**src/rtl/mips_cpu_pkg.sv**
```systemverilog
// Shared register-file constants and types for the MIPS write-back path.
package mips_cpu_pkg;
  localparam int REG_ADDR_W = 5;
  localparam int REG_DATA_W = 32;

  typedef logic [REG_ADDR_W-1:0] reg_addr_t;

  localparam reg_addr_t ZERO_REG = '0;
endpackage

```
**src/rtl/mips_cpu_regfile_wb_arbiter_if.sv**
```systemverilog
// Write-back requester bus, register-file write port and forward-compare signals.
interface mips_cpu_regfile_wb_arbiter_if #(
  parameter int N_REQ  = 3,
  parameter int DATA_W = 32,
  parameter int ADDR_W = 5
);
  logic [N_REQ-1:0]        req_valid;
  logic [N_REQ*ADDR_W-1:0] req_addr;
  logic [N_REQ*DATA_W-1:0] req_data;
  logic [N_REQ-1:0]        req_ready;
  logic                    wb_hold;
  logic                    wr_en;
  logic [ADDR_W-1:0]       wr_addr;
  logic [DATA_W-1:0]       wr_data;
  logic [ADDR_W-1:0]       rd_addr_a;
  logic [ADDR_W-1:0]       rd_addr_b;
  logic                    fwd_hit_a;
  logic                    fwd_hit_b;
  logic                    busy;

  modport master (
    output req_valid, req_addr, req_data, wb_hold, rd_addr_a, rd_addr_b,
    input  req_ready, wr_en, wr_addr, wr_data, fwd_hit_a, fwd_hit_b, busy
  );

  modport slave (
    input  req_valid, req_addr, req_data, wb_hold, rd_addr_a, rd_addr_b,
    output req_ready, wr_en, wr_addr, wr_data, fwd_hit_a, fwd_hit_b, busy
  );
endinterface

```
**src/rtl/mips_cpu_rr_arbiter.sv**
```systemverilog
// Round-robin arbiter: scans from ptr upward with wrap, one-hot grant, ptr moves past winner.
module mips_cpu_rr_arbiter #(
  parameter int  N  = 3,
  localparam int IW = (N > 1) ? $clog2(N) : 1
) (
  input  logic          clk,
  input  logic          reset_n,
  input  logic          en,
  input  logic [N-1:0]  req,
  output logic [N-1:0]  gnt,
  output logic [IW-1:0] win,
  output logic          gnt_any
);
  logic [IW-1:0] ptr;

  // Scan offsets high to low so the lowest offset from ptr is the last writer.
  always_comb begin
    int idx;
    idx     = 0;
    gnt     = '0;
    win     = '0;
    gnt_any = 1'b0;
    if (en) begin
      for (int k = N - 1; k >= 0; k--) begin
        idx = int'(ptr) + k;
        if (idx >= N) idx = idx - N;
        if (req[idx]) begin
          win     = IW'(idx);
          gnt_any = 1'b1;
        end
      end
    end
    if (gnt_any) gnt[win] = 1'b1;
  end

  always_ff @(posedge clk or negedge reset_n) begin
    if (!reset_n)     ptr <= '0;
    else if (gnt_any) ptr <= (int'(win) == N - 1) ? '0 : win + 1'b1;
  end
endmodule

```
**src/rtl/mips_cpu_regfile_wb_arbiter.sv**
```systemverilog
// Shares the register file write port among N write-back sources: round-robin grant,
// one registered write stage, $zero discard and read-port forward-hit flags.
module mips_cpu_regfile_wb_arbiter
  import mips_cpu_pkg::*;
#(
  parameter int N_REQ  = 3,
  parameter int DATA_W = REG_DATA_W,
  parameter int ADDR_W = REG_ADDR_W
) (
  input logic                          clk,
  input logic                          reset_n,
  mips_cpu_regfile_wb_arbiter_if.slave bus
);
  localparam int IW = (N_REQ > 1) ? $clog2(N_REQ) : 1;

  logic [N_REQ-1:0]  gnt;
  logic [IW-1:0]     win;
  logic              gnt_any;
  logic [ADDR_W-1:0] win_addr;
  logic [DATA_W-1:0] win_data;
  logic              win_nz;
  logic              wr_en_q;
  logic [ADDR_W-1:0] wr_addr_q;
  logic [DATA_W-1:0] wr_data_q;

  // Gating with reset_n keeps req_ready low for the whole reset window.
  mips_cpu_rr_arbiter #(.N(N_REQ)) u_arb (
    .clk     (clk),
    .reset_n (reset_n),
    .en      (~bus.wb_hold & reset_n),
    .req     (bus.req_valid),
    .gnt     (gnt),
    .win     (win),
    .gnt_any (gnt_any)
  );

  assign bus.req_ready = gnt;
  assign win_addr      = bus.req_addr[win*ADDR_W +: ADDR_W];
  assign win_data      = bus.req_data[win*DATA_W +: DATA_W];
  assign win_nz        = (win_addr != ADDR_W'(ZERO_REG));

  // A $zero grant still consumes the request but never strobes the file.
  always_ff @(posedge clk or negedge reset_n) begin
    if (!reset_n) begin
      wr_en_q   <= 1'b0;
      wr_addr_q <= '0;
      wr_data_q <= '0;
    end else begin
      wr_en_q <= gnt_any & win_nz;
      if (gnt_any & win_nz) begin
        wr_addr_q <= win_addr;
        wr_data_q <= win_data;
      end
    end
  end

  assign bus.wr_en     = wr_en_q;
  assign bus.wr_addr   = wr_addr_q;
  assign bus.wr_data   = wr_data_q;
  assign bus.fwd_hit_a = wr_en_q & (wr_addr_q == bus.rd_addr_a) & (bus.rd_addr_a != ADDR_W'(ZERO_REG));
  assign bus.fwd_hit_b = wr_en_q & (wr_addr_q == bus.rd_addr_b) & (bus.rd_addr_b != ADDR_W'(ZERO_REG));
  assign bus.busy      = (|bus.req_valid) | wr_en_q;
endmodule

```
**src/flat_wrapper.sv**
```systemverilog
// flat-port wrapper written by rule: the top's interface ports become plain ports
module mips_cpu_regfile_wb_arbiter_flat import mips_cpu_pkg::*;
#(
  parameter int N_REQ  = 3,
  parameter int DATA_W = REG_DATA_W,
  parameter int ADDR_W = REG_ADDR_W
)
  (clk, reset_n, bus_req_valid, bus_req_addr, bus_req_data, bus_wb_hold, bus_rd_addr_a, bus_rd_addr_b, bus_req_ready, bus_wr_en, bus_wr_addr, bus_wr_data, bus_fwd_hit_a, bus_fwd_hit_b, bus_busy);
  mips_cpu_regfile_wb_arbiter_if #(.N_REQ(N_REQ), .DATA_W(DATA_W), .ADDR_W(ADDR_W)) bus_i ();
  input logic clk;
  input logic reset_n;
  input wire logic [$bits(bus_i.req_valid)-1:0] bus_req_valid;
  input wire logic [$bits(bus_i.req_addr)-1:0] bus_req_addr;
  input wire logic [$bits(bus_i.req_data)-1:0] bus_req_data;
  input wire logic [$bits(bus_i.wb_hold)-1:0] bus_wb_hold;
  input wire logic [$bits(bus_i.rd_addr_a)-1:0] bus_rd_addr_a;
  input wire logic [$bits(bus_i.rd_addr_b)-1:0] bus_rd_addr_b;
  output wire logic [$bits(bus_i.req_ready)-1:0] bus_req_ready;
  output wire logic [$bits(bus_i.wr_en)-1:0] bus_wr_en;
  output wire logic [$bits(bus_i.wr_addr)-1:0] bus_wr_addr;
  output wire logic [$bits(bus_i.wr_data)-1:0] bus_wr_data;
  output wire logic [$bits(bus_i.fwd_hit_a)-1:0] bus_fwd_hit_a;
  output wire logic [$bits(bus_i.fwd_hit_b)-1:0] bus_fwd_hit_b;
  output wire logic [$bits(bus_i.busy)-1:0] bus_busy;
  assign bus_i.req_valid = bus_req_valid;
  assign bus_i.req_addr = bus_req_addr;
  assign bus_i.req_data = bus_req_data;
  assign bus_i.wb_hold = bus_wb_hold;
  assign bus_i.rd_addr_a = bus_rd_addr_a;
  assign bus_i.rd_addr_b = bus_rd_addr_b;
  assign bus_req_ready = bus_i.req_ready;
  assign bus_wr_en = bus_i.wr_en;
  assign bus_wr_addr = bus_i.wr_addr;
  assign bus_wr_data = bus_i.wr_data;
  assign bus_fwd_hit_a = bus_i.fwd_hit_a;
  assign bus_fwd_hit_b = bus_i.fwd_hit_b;
  assign bus_busy = bus_i.busy;
  mips_cpu_regfile_wb_arbiter #(.N_REQ(N_REQ), .DATA_W(DATA_W), .ADDR_W(ADDR_W)) u_core (.clk(clk), .reset_n(reset_n), .bus(bus_i));
endmodule
```
**config.mk**
```make
export PLATFORM = sky130hd
export DESIGN_NAME = mips_cpu_regfile_wb_arbiter_flat
export DESIGN_NICKNAME = d
export VERILOG_FILES = /design/src/rtl/mips_cpu_pkg.sv /design/src/rtl/mips_cpu_regfile_wb_arbiter_if.sv /design/src/rtl/mips_cpu_rr_arbiter.sv /design/src/rtl/mips_cpu_regfile_wb_arbiter.sv /design/src/flat_wrapper.sv
export SDC_FILE = /design/constraint.sdc
export NUM_CORES = 1
export LEC_CHECK = 0
export CORE_ASPECT_RATIO = 0.9
export CORE_MARGIN = 10
export CORE_UTILIZATION = 40
export CTS_BUF_LIST = sky130_fd_sc_hd__clkbuf_2
export DETAILED_ROUTE_END_ITERATION = 7
export DONT_BUFFER_PORTS = 1
export GPL_TIMING_DRIVEN = 1
export PLACE_DENSITY_LB_ADDON = 0.2
export REMOVE_ABC_BUFFERS = 1
export SYNTH_ARGS = -nofsm -noshare
export SYNTH_HDL_FRONTEND = slang
export SYNTH_SLANG_ARGS = --single-unit
```
**constraint.sdc**
```tcl
create_clock -name clk -period 3.3 [get_ports clk]
set_input_delay 0.33 -clock clk [delete_from_list [all_inputs] [get_ports clk]]
set_output_delay 0.33 -clock clk [all_outputs]
set_load 0.02 [all_outputs]
```
==> results.yml <==
run_status:
  status: "completed"
die:
  io_pins: 171
  coreArea_sq_um: 6182
  die_x_um: 104.3
  die_area_sq_um: 10000
  die_h_um: 95.88
  row_count: 27
  start_util: 0.4139
critical_path:
  cp-end-kind: "register"
  cp-startpoint: "u_core.u_arb.ptr[1]"
  r2r_cells: 11
  crit_end: "u_core.bus.wr_data[26]"
  required_ns: 3.60
  r2r_end: "u_core.bus.wr_data[26]"
  cp_max_fo: 26
  r2r-start: "u_core.u_arb.ptr[1]"
  critPathKind: "reg -> reg"
  cp.arrival_ns: 3.40
  worst-r2r-setup-slack_ns: 0.20
  startpoint_type: "register"
synthesis:
  syn_area_sq_um: 2559
  syn_avg_cell_area_sq_um: 9.995
  ys_seq_area_frac: 0.3912
  synth_top_area_frac: 0.3912
  ys_seq_elements: 40
  ys_warn_count: 0
  syn-instance-count: 256
  ys_top_cells_by_area: "dfrtp_1, mux2_4, nand2_1, a22oi_1, mux2_2"
  synth_cell_types: 35
  yosysTopAreaCell: "dfrtp_1"
sta:
  rsz0062_at_grt: "false"
  setup_viol: 0
  slew_violations: 0
  finalClockSkew_ns: 0.007260
  finalCritPeriodShare: 0.9399
  holdWs_ns: 0.1257
  finalSetupTns_ns: 0
  fmax_ghz: 0.3224
  hold_viol_final: 0
  fin_crit_ns: 3.102
  relSlewSlack: 0.6932
  tightest_slew_ns: 0.4566
  fin_ws_ns: 0.1984
power:
  power.density_nw_per_um2: 946.6
  p_leak_nw: 1.368
  p_sw_frac: 0.4437
  p_comb_frac: 0.412
  p_total_w: 0.002668
  p_seq_frac: 0.481
  peakVddDrop_mv: 0.4279
  internal_power_w: 0.001485
  pwr-share-clk: 0.108
  power_switching_w: 0.001184
placed_design:
  io_buffers: 0
  hpwlAfterDp_um: 6348
  place_ws_ns: 0.006138
  gp_congestion: 0.8178
layout:
  layout_common_cells: "nand2_1, dfrtp_1, a22oi_1"
  fill_cells: 592
  utilization: 0.4560
  n_antenna_cell: 0
  seqCellArea_sq_um: 1001
  layout-drive-gt1-share: 0.2405
  mostFrequentLayoutCell: "nand2_1"
  syn2layout_area_growth_pct: 10.17
  final_nets: 390
  multiInputGateArea_sq_um: 1479
clock_network:
  clk-insertion-delay-late_ns: 0.38
  cts_buffers: 5
  cts_root_buf: "clkbuf_2"
  tritoncts: "built"
  cts_max_level: 2
  path_clk_slew_ns: 0.20
  cts_buffer_depth: 2
  cts.sinks: 40
global_route:
  grt_max_degree: 41
  track_usage: 0.1504
  antenna_found_initial: 0
  overflow: 0
  grt_pass1_vias: 2223
  grt_pass1_wl_um: 12060
route:
  drt-vias-per-instance: 5.507
  routed_wl_um: 7770
  num_vias: 1922
  drtPass1Iterations: 4
  postRouteAntennaNets: 0
  drt_iter0_drc: 70
  drc_errors: 0
  wl_per_cell_um: 22.26
min_path:
  hold_path.class: "in -> reg"
  holdCritStartpoint: "bus_req_addr[6]"
flow_run:
  maxCapViolations: 0
power by group through the flow:
stage	logic [W]	clock network (W)	registers [W]
5_1_grt	0.00122	0.000325	0.00133
3_3_place_gp	0.00104	0	0.00131
6_report	0.00110	0.000287	0.00128
2_1_floorplan	0.000871	0	0.00120
3_5_place_dp	0.00107	0	0.00131
4_1_cts	0.00109	0.000303	0.00130
Yosys cell counts (all sizes together):
cell     count
a2111o       1
a2111oi      1
a21o         2
a21oi        3
a221oi       4
a22oi       33
and2         7
and3         3
and4         1
buf          5
clkbuf      10
dfrtp       40
ha           2
inv          8
maj3         1
mux2        32
mux2i        4
nand2       67
nand2b       2
nor2         4
nor2b        1
nor3         5
nor3b        1
nor4         5
o21ai        3
o21ba        1
o22ai        1
o32a         1
xnor2        2
xor2         6
state kept, by name, indices dropped and copies added, names as in the netlist:
| register | flops |
|---|---|
| u_core.bus.wr_addr | 5 |
| u_core.bus.wr_data | 32 |
| u_core.bus.wr_en | 1 |
| u_core.u_arb.ptr | 2 |
critical path, stage by stage (launching register included):
cell	delay, ns
dfrtp_1	0.45
ha_1	0.37
nor2b_1	0.19
nor3_2	0.08
nor4_4	0.36
buf_4	0.27
buf_4	0.34
nand2_1	0.08
o21ai_0	0.12
o21ba_2	0.25
buf_4	0.19
mux2_4	0.30
how the worst min path moves through the flow:
| stage | to | cells past startpoint | slack (ns) |
|---|---|---|---|
| 6_report | u_core.bus.wr_addr[1] | 2 | 0.13 |
| 5_1_grt | u_core.bus.wr_addr[1] | 2 | 0.1 |
| 4_1_cts | u_core.bus.wr_data[21] | 3 | 0.12 |
| 3_5_place_dp | u_core.bus.wr_data[21] | 0 | 0.04 |
| 3_3_place_gp | u_core.bus.wr_data[21] | 0 | 0.04 |
| 2_1_floorplan | u_core.bus.wr_addr[0] | 0 | 0.03 |
cells by family after synthesis:
group / Yosys count / synth area share
adders and majority gates: 3 / 0.01418
DFF: 40 / 0.3912
muxes: 36 / 0.1932
AOI/OAI and AO/OA: 50 / 0.1550
buffers and inverters: 23 / 0.05135
xor gates and xnor gates: 8 / 0.02738
and+or+nand+nor: 96 / 0.1677
final cells by class:
type	instances	share of cell area
inverters	8	0.01065
well taps	87	0.03862
multi-input cells	193	0.5246
repair buffers	13	0.04882
clock buffers	5	0.008877
clock inverters	3	0.01332
flip-flops and latches	40	0.3551
metal layers:
layer | GRT usage | share of wire
met1 | 0.1693 | 0.39
met2 | 0.2500 | 0.48
met3 | 0.07548 | 0.12
met4 | 0.04167 | 0.0094
met5 | 0 | 0
per-stage QoR:
step           area, sq um  cells
6_report              2819    349
5_1_grt               2819    349
4_1_cts               2786    348
3_5_place_dp          2684    338
3_3_place_gp          2684    338
2_1_floorplan         2457    241
repair_timing:
| action | CTS | global route |
|---|---|---|
| setup endpoints to repair | 12 | 33 |
| pin swaps | 0 | 1 |
| hold buffers | 2 | 0 |
| buffers inserted | 0 | 1 |
| endpoints found under the hold margin | 40 | 0 |
| resized for setup | 2 | 4 |
(Power assumes the default switching activity.)
